<file path="src/rtl/axi_lite_master.sv">
// axi_lite_master: single-outstanding AXI4-Lite initiator. A local command
// port (cmd_*) starts one write or read; the result returns on rsp_*.
// Ports: m_axi_aclk / m_axi_areset (sync, active-high); cmd_valid/ready,
// cmd_write, cmd_addr, cmd_wdata, cmd_wstrb in; rsp_valid/ready, rsp_rdata,
// rsp_resp out; busy, err_count status; m_axi_aw*/w*/b*/ar*/r* master.
module axi_lite_master #(
   parameter int C_M_AXI_DATA_WIDTH = 32,
   parameter int C_M_AXI_ADDR_WIDTH = 4
) (
   input  logic                              m_axi_aclk,
   input  logic                              m_axi_areset,
   input  logic                              cmd_valid,
   output logic                              cmd_ready,
   input  logic                              cmd_write,
   input  logic [C_M_AXI_ADDR_WIDTH-1:0]     cmd_addr,
   input  logic [C_M_AXI_DATA_WIDTH-1:0]     cmd_wdata,
   input  logic [C_M_AXI_DATA_WIDTH/8-1:0]   cmd_wstrb,
   output logic                              rsp_valid,
   input  logic                              rsp_ready,
   output logic [C_M_AXI_DATA_WIDTH-1:0]     rsp_rdata,
   output logic [1:0]                        rsp_resp,
   output logic                              busy,
   output logic [7:0]                        err_count,
   output logic [C_M_AXI_ADDR_WIDTH-1:0]     m_axi_awaddr,
   output logic [2:0]                        m_axi_awprot,
   output logic                              m_axi_awvalid,
   input  logic                              m_axi_awready,
   output logic [C_M_AXI_DATA_WIDTH-1:0]     m_axi_wdata,
   output logic [C_M_AXI_DATA_WIDTH/8-1:0]   m_axi_wstrb,
   output logic                              m_axi_wvalid,
   input  logic                              m_axi_wready,
   input  logic [1:0]                        m_axi_bresp,
   input  logic                              m_axi_bvalid,
   output logic                              m_axi_bready,
   output logic [C_M_AXI_ADDR_WIDTH-1:0]     m_axi_araddr,
   output logic [2:0]                        m_axi_arprot,
   output logic                              m_axi_arvalid,
   input  logic                              m_axi_arready,
   input  logic [C_M_AXI_DATA_WIDTH-1:0]     m_axi_rdata,
   input  logic [1:0]                        m_axi_rresp,
   input  logic                              m_axi_rvalid,
   output logic                              m_axi_rready
);

   localparam int DW = C_M_AXI_DATA_WIDTH;
   localparam int AW = C_M_AXI_ADDR_WIDTH;
   localparam int SW = C_M_AXI_DATA_WIDTH / 8;

   typedef enum logic [2:0] {
      S_IDLE,
      S_WR_ADDR_DATA,
      S_WR_RESP,
      S_RD_ADDR,
      S_RD_DATA,
      S_RESP
   } state_t;

   state_t          state_q, state_d;
   logic            awvalid_q, awvalid_d;
   logic            wvalid_q, wvalid_d;
   logic            bready_q, bready_d;
   logic            arvalid_q, arvalid_d;
   logic            rready_q, rready_d;
   logic            aw_done_q, aw_done_d;
   logic            w_done_q, w_done_d;
   logic            rsp_valid_q, rsp_valid_d;
   logic [DW-1:0]   rsp_rdata_q, rsp_rdata_d;
   logic [1:0]      rsp_resp_q, rsp_resp_d;
   logic [AW-1:0]   awaddr_q, awaddr_d;
   logic [AW-1:0]   araddr_q, araddr_d;
   logic [DW-1:0]   wdata_q, wdata_d;
   logic [SW-1:0]   wstrb_q, wstrb_d;
   logic [7:0]      err_q, err_d;
   logic            cap;

   // Reset gates cmd_ready so no command is taken while reset is held.
   assign cmd_ready = (state_q == S_IDLE) && !m_axi_areset;
   assign busy      = (state_q != S_IDLE);

   always_comb begin
      state_d     = state_q;
      awvalid_d   = awvalid_q;
      wvalid_d    = wvalid_q;
      bready_d    = bready_q;
      arvalid_d   = arvalid_q;
      rready_d    = rready_q;
      aw_done_d   = aw_done_q;
      w_done_d    = w_done_q;
      rsp_valid_d = rsp_valid_q;
      rsp_rdata_d = rsp_rdata_q;
      rsp_resp_d  = rsp_resp_q;
      awaddr_d    = awaddr_q;
      araddr_d    = araddr_q;
      wdata_d     = wdata_q;
      wstrb_d     = wstrb_q;
      err_d       = err_q;
      cap         = 1'b0;
      unique case (state_q)
         S_IDLE: begin
            if (cmd_valid && cmd_ready) begin
               awaddr_d = cmd_addr;
               araddr_d = cmd_addr;
               wdata_d  = cmd_wdata;
               wstrb_d  = cmd_wstrb;
               if (cmd_write) begin
                  state_d   = S_WR_ADDR_DATA;
                  awvalid_d = 1'b1;
                  wvalid_d  = 1'b1;
                  aw_done_d = 1'b0;
                  w_done_d  = 1'b0;
               end else begin
                  state_d   = S_RD_ADDR;
                  arvalid_d = 1'b1;
               end
            end
         end
         S_WR_ADDR_DATA: begin
            // AW and W retire independently, in any order.
            if (awvalid_q && m_axi_awready) begin
               awvalid_d = 1'b0;
               aw_done_d = 1'b1;
            end
            if (wvalid_q && m_axi_wready) begin
               wvalid_d = 1'b0;
               w_done_d = 1'b1;
            end
            if (aw_done_d && w_done_d) begin
               state_d  = S_WR_RESP;
               bready_d = 1'b1;
            end
         end
         S_WR_RESP: begin
            if (m_axi_bvalid) begin
               bready_d    = 1'b0;
               rsp_rdata_d = '0;
               rsp_resp_d  = m_axi_bresp;
               rsp_valid_d = 1'b1;
               cap         = 1'b1;
               state_d     = S_RESP;
            end
         end
         S_RD_ADDR: begin
            if (m_axi_arready) begin
               arvalid_d = 1'b0;
               rready_d  = 1'b1;
               state_d   = S_RD_DATA;
            end
         end
         S_RD_DATA: begin
            if (m_axi_rvalid) begin
               rready_d    = 1'b0;
               rsp_rdata_d = m_axi_rdata;
               rsp_resp_d  = m_axi_rresp;
               rsp_valid_d = 1'b1;
               cap         = 1'b1;
               state_d     = S_RESP;
            end
         end
         S_RESP: begin
            if (rsp_ready) begin
               rsp_valid_d = 1'b0;
               state_d     = S_IDLE;
            end
         end
         default: state_d = S_IDLE;
      endcase
      // Saturating error counter, no wrap.
      if (cap && (rsp_resp_d != 2'b00) && (err_q != 8'hFF)) begin
         err_d = err_q + 8'd1;
      end
   end

   always_ff @(posedge m_axi_aclk) begin
      if (m_axi_areset) begin
         state_q     <= S_IDLE;
         awvalid_q   <= 1'b0;
         wvalid_q    <= 1'b0;
         bready_q    <= 1'b0;
         arvalid_q   <= 1'b0;
         rready_q    <= 1'b0;
         aw_done_q   <= 1'b0;
         w_done_q    <= 1'b0;
         rsp_valid_q <= 1'b0;
         rsp_rdata_q <= '0;
         rsp_resp_q  <= 2'b00;
         awaddr_q    <= '0;
         araddr_q    <= '0;
         wdata_q     <= '0;
         wstrb_q     <= '0;
         err_q       <= 8'd0;
      end else begin
         state_q     <= state_d;
         awvalid_q   <= awvalid_d;
         wvalid_q    <= wvalid_d;
         bready_q    <= bready_d;
         arvalid_q   <= arvalid_d;
         rready_q    <= rready_d;
         aw_done_q   <= aw_done_d;
         w_done_q    <= w_done_d;
         rsp_valid_q <= rsp_valid_d;
         rsp_rdata_q <= rsp_rdata_d;
         rsp_resp_q  <= rsp_resp_d;
         awaddr_q    <= awaddr_d;
         araddr_q    <= araddr_d;
         wdata_q     <= wdata_d;
         wstrb_q     <= wstrb_d;
         err_q       <= err_d;
      end
   end

   assign rsp_valid     = rsp_valid_q;
   assign rsp_rdata     = rsp_rdata_q;
   assign rsp_resp      = rsp_resp_q;
   assign err_count     = err_q;
   assign m_axi_awaddr  = awaddr_q;
   assign m_axi_awprot  = 3'b000;
   assign m_axi_awvalid = awvalid_q;
   assign m_axi_wdata   = wdata_q;
   assign m_axi_wstrb   = wstrb_q;
   assign m_axi_wvalid  = wvalid_q;
   assign m_axi_bready  = bready_q;
   assign m_axi_araddr  = araddr_q;
   assign m_axi_arprot  = 3'b000;
   assign m_axi_arvalid = arvalid_q;
   assign m_axi_rready  = rready_q;

endmodule

</file>
<file path="config.mk">
export PLATFORM = sky130hd
export DESIGN_NAME = axi_lite_master
export DESIGN_NICKNAME = d
export VERILOG_FILES = /design/src/rtl/axi_lite_master.sv
export SDC_FILE = /design/constraint.sdc
export NUM_CORES = 1
export LEC_CHECK = 0
export BUFFER_PORTS_ARGS = -buffer_cell sky130_fd_sc_hd__buf_2
export CELL_PAD_IN_SITES_DETAIL_PLACEMENT = 1
export CELL_PAD_IN_SITES_GLOBAL_PLACEMENT = 1
export CORE_MARGIN = 1
export CORE_UTILIZATION = 35
export DETAILED_ROUTE_END_ITERATION = 8
export GPL_TIMING_DRIVEN = 0
export PLACE_DENSITY_LB_ADDON = 0.05
export SLEW_MARGIN = 20
export SYNTH_ARGS = -nofsm -noshare
export SYNTH_HDL_FRONTEND = slang
export SYNTH_SLANG_ARGS = --single-unit
</file>
<file path="constraint.sdc">
create_clock -name m_axi_aclk -period 3.4 [get_ports m_axi_aclk]
set_input_delay 0.34 -clock m_axi_aclk [delete_from_list [all_inputs] [get_ports m_axi_aclk]]
set_output_delay 0.34 -clock m_axi_aclk [all_outputs]
set_load 0.02 [all_outputs]
</file>
Word-level counts from Yosys, hierarchy flattened
Index checks and enable logic that the tools add are counted.
{ "classes": {"n_addsub": 1, "mul": 0, "div": 0, "order_cmp": 0, "n_eq_ne": 16, "shifts": 0, "muxes": 45, "n_bitwise": 0, "reduce_logical": 27} }
{ "ops": {"columns": ["op", "n"], "rows": [
  ["$mux 32", 2],
  ["$pmux 32 s2", 1],
  ["$mux 1", 22],
  ["$mux 3", 6],
  ["$ne 2x2->1 const B", 9],
  ["$pmux 3 s6", 1],
  ["$pmux 1 s2", 8],
  ["$reduce_and 4->1", 4],
  ["$reduce_and 3->1", 4],
  ["$reduce_bool 2->1", 6],
  ["$add 8x1->8 const B", 1],
  ["$ne 8x8->1 const B", 1],
  ["$logic_and 1x1->1", 7],
  ["$eq 3x2->1 const B", 2],
  ["$eq 3x3->1 const B", 2],
  ["$mux 2", 3],
  ["$reduce_and 6->1", 1],
  ["$reduce_bool 3->1", 2],
  ["$pmux 2 s2", 1],
  ["$eq 3x1->1 const B", 1],
  ["$logic_not 3->1", 1],
  ["$pmux 1 s3", 1],
  ["$ne 2x1->1 const B", 1],
  ["$reduce_and 2->1", 1],
  ["$logic_not 1->1", 1]
]} }
{ "totals": {"regBits": 93, "latchBits": 0, "mem_bits_rw": 0, "romBits": 0, "inputBits": 86, "output_inout_bits": 100, "elab_cells": 104, "memories": 0} }

Longest topological paths before layout
{ "depth": {"word_depth": 6, "mapped_depth": 7, "ltp_nobuf": 6} }

Worst setup path before layout
No wires, ideal clock.
{ "synth_path": {"path_kind": "reg-to-reg", "startpoint": "register err_q[0], in the netlist err_count[0]", "endpoint": "register err_q[5], in the netlist err_count[5]", "setup_time_ps": 71, "arrival_ps": 1654, "required_ps": 3329, "slack_ps": 1675, "stages_incl_launch_ff": 7, "n_path_buf": 0, "synth_period_minus_slack_ps": 1725, "cell_sequence": "dfxtp_1 -> ha_1 -> and3_1 -> nand3_1 -> nand2_2 -> or4_1 -> a21oi_1"} }
{ "synth_between": {"elab_chain_len": 2, "elab_cells_between_ends": 3, "classes_between": "1 x add/sub; 1 x eq/ne; 1 x reduce/logical"} }
{ "synth_rtl": {"columns": ["item", "line", "text"], "rows": [
  ["from (decl)", "73", "logic [7:0] err_q, err_d;"],
  ["from (signal assigned)", "207", "err_q <= err_d;"],
  ["parallel branches: the longest is 2 deep, another holds $add 8x1->8", null, null]
]} }
Parallel ways; which one is timed is not known.
A chain may end at the register's enable or synchronous reset.

Worst setup path after layout
{ "layout_path": {"startpoint": "input port m_axi_areset", "endpoint": "output port cmd_ready"} }
{ "layout_between": {"elab_chain_len": 2} }
{ "layout_rtl": {"columns": ["item", "line", "text"], "rows": [
  ["from (decl)", "11", "input logic m_axi_areset,"],
  ["$logic_not 1->1", "77", "assign cmd_ready = (state_q == S_IDLE) && !m_axi_areset;"],
  ["$logic_and 1x1->1", "77", null],
  ["to (decl)", "13", "output logic cmd_ready,"]
]} }
No other way between the ends.

==> metrics <==
GRT Max-Usage Layer met2; H-Tree Depth 3; CP Max Fanout 10; Antenna Cells 0; Final setup viols 0; Synth Instances between 400 and 500; Pleak roughly 0.0023 uW; met3 GRT Util slightly below 6%; Pins Over Slew Limit 0; Synth Warn # 0; Post-route DRC 0; Critical Path RT 3.06 ns; Buffers on Ports around 180; vias in the first global route around 4,000; RD Place Congestion approximately 0.77; CTS buffer count 9; Iter 0 DRT Violations about 130; wire per inst between 10 and 15 um; CP arrival approximately 2.0 ns; dpl ws 1.01 ns; starting density of the core 36.6%; sequential area share after synthesis about half; Fill cells 1,376; clock latency on the worst-skew pair approximately 0.35 ns; Tot GR Track Use roughly a fifth; worst slew pin tran between 0.5 and 0.6 ns; Fin Setup TNS 0 ns; Area Overhead vs Synth 32.6%; FF+latch count, synth a little over 90; routed wire length around 12,000 um; Slowest-stage cell, CP buf_1; Top FF cell, synth dfxtp_1; Post-DP HPWL 8880 um; CP endpoint kind output pin; hold buffer count at cts 0; Max-Cap Viols 0; Clock Tree Root clkbuf_8; die area roughly 11,000 um^2; Core ar. 10,500 um^2; Antenna Nets Post-Route 0; Cell Chain, Critical Path buf_2, clkbuf_1, clkbuf_1, buf_1, nor2_1, buf_2; asr flop ratio synth 0%; CTS tree done; Mean Syn Cell Area slightly above 8 um^2; GRT met1 Usage between 20% and 30%; post-layout minimum cycle time approximately 2.3 ns; met2 GRT Util between 30% and 40%; CTS clk-pin slew, worst paths ~0.09 ns; Post-Syn Area approximately 3800 um^2; share of cells above drive strength 1 about 33%; total grt overflow 0; Rows 37; VDD IR max ~0.25 mV; PD cells around 620 nW/um^2; via count between 3,000 and 4,000; antenna violations before repair 0; number of synthesized flops with an enable pin 0; Slew HR between 60 and 70%; status finished, final reports clean; chip width 107 um; clk buf depth 2; Chip Height 107 um; RSZ-0062 raised after global routing no; Initial DRT Pass Iterations 4; Crit path largest cell delay approximately 0.5 ns; vias per std cell 4.88; first-pass GRT wire length approximately 18,000 um; final worst clock skew around 0.0095 ns; Final WS setup ~1.1 ns; final net count between 700 and 800; HP Class input port to register; Post-CTS Setup Bufs 0; post_cts resized 0; fmax approximately 430 MHz; Final Hold Viols 0; IO Pins 186; TritonCTS sink count 93; fin crit share between 60% and 70%; critical path startpoint category input port; type of the worst setup path input port to output pin; largest net degree at the start of global routing 14; count of different cell masters after synthesis 45
## area by class of cell
cell class              instances  area, um^2  share of cell area [%]
plain buffers                  43         208                    4.09
clock inverters                 2        10.0                   0.197
clock buffers                  12         155                    3.05
well taps                     136         170                    3.35
repair buffers                179         896                    17.6
inverters                       4        15.0                   0.295
flip-flops and latches         93        1860                    36.6
multi-input cells             328        1770                    34.8
## registers in the layout, indices dropped and copies added (netlist names)
register,count
rsp_rdata,32
state_q,3
rsp_resp,2
m_axi_wstrb,4
err_count,8
m_axi_bready,1
rsp_valid,1
w_done_q,1
m_axi_arvalid,1
aw_done_q,1
m_axi_wvalid,1
m_axi_araddr,4
m_axi_rready,1
m_axi_wdata,32
m_axi_awvalid,1
## cells in the mapped netlist, types with 2 or more instances
cell type,n,share of area [%]
nor2b_1,3,0.49
inv_1,4,0.39
nor3_1,2,0.26
or3_1,4,0.65
buf_2,4,0.52
and3_1,4,0.65
buf_1,4,0.39
nand2b_1,43,7.0
o31ai_1,3,0.59
a211oi_1,3,0.59
nand2_1,79,7.7
dfxtp_1,93,49
o21ai_0,49,6.4
nand3_1,39,5.1
nor2_1,9,0.88
or4_1,3,0.59
mux2i_1,3,0.78
nor3_2,2,0.52
nand3b_1,2,0.39
a31oi_1,5,0.82
a221oi_1,2,0.46
buf_4,11,2.2
o211ai_1,2,0.39
a21oi_1,46,6.0
clkbuf_1,24,2.3
## routing by layer
metal / up-vias / wire, um / part of all wire (%)
li1: 1952 / - / -
met1: 1785 / 4980 / 43
met2: 131 / 5500 / 47
met3: 23 / 845 / 7.3
met4: 0 / 291 / 2.5
met5: - / 0 / 0
## layout by cell type, fill, tap and decap left out, types with 3 or more instances in the layout
master / instances
mux2i_1: 3
a21oi_1: 46
a31oi_1: 5
nand3_1: 39
dfxtp_1: 93
buf_4: 11
conb_1: 6
o21ai_0: 49
or4_1: 3
a211oi_1: 3
or3_1: 4
buf_2: 183
nand2b_1: 43
o31ai_1: 3
nor2_1: 9
buf_1: 4
nor2b_1: 3
and3_1: 4
nand2_1: 79
inv_1: 4
clkbuf_1: 25
clkbuf_8: 11
## path summary, 6_finish.rpt
check                           cells past startpoint  slack (ns)         endpoint           from
worst min-delay path                                3        0.18  m_axi_wdata[11]  cmd_wdata[11]
worst max register to register                      6        1.39     err_count[2]     state_q[1]
worst max-delay path                                6        1.08        cmd_ready   m_axi_areset
worst min register to register                      2        0.45    rsp_rdata[20]  rsp_rdata[20]
## power by group
part | total (uW) | internal, uW | leakage, uW | switching [uW]
clock | 655 | 296 | 0.0000881 | 358
combinational | 1180 | 393 | 0.00142 | 785
sequential | 1330 | 1240 | 0.000757 | 91.1
total | 3170 | 1930 | 0.00227 | 1230
## through the flow
step / hold WS, ns / std cells / area (um^2) / total power [uW] / util (%)
3_3_place_gp: 0.436 / 783 / 4920 / 2510 / 47.0
2_1_floorplan: 0.437 / 468 / 3850 / 2130 / -
3_5_place_dp: 0.443 / 783 / 4920 / 2550 / 47.0
6_report: 0.179 / 797 / 5080 / 3170 / 48.6
5_1_grt: 0.175 / 797 / 5080 / 3370 / 48.6
4_1_cts: 0.167 / 797 / 5080 / 3210 / 48.6
## worst max-delay path, delay by kind of cell
family,cells,cell delay (ns)
buf+inv,5,1.54
simple gates,1,0.09
## logic make-up (layout without fill, tap and decap cells)
kind of cell    after synthesis  count (layout)  share of synthesized area (%)
simple gates                198             198                           26.2
compound gates              120             120                           18.2
flops                        93              93                           48.6
buf+inv                      47             240                           5.81
mux                           3               3                          0.783
fa+ha+maj                     1               1                          0.326
other cells                   1               6                         0.0978
(Power assumes the default switching activity.)
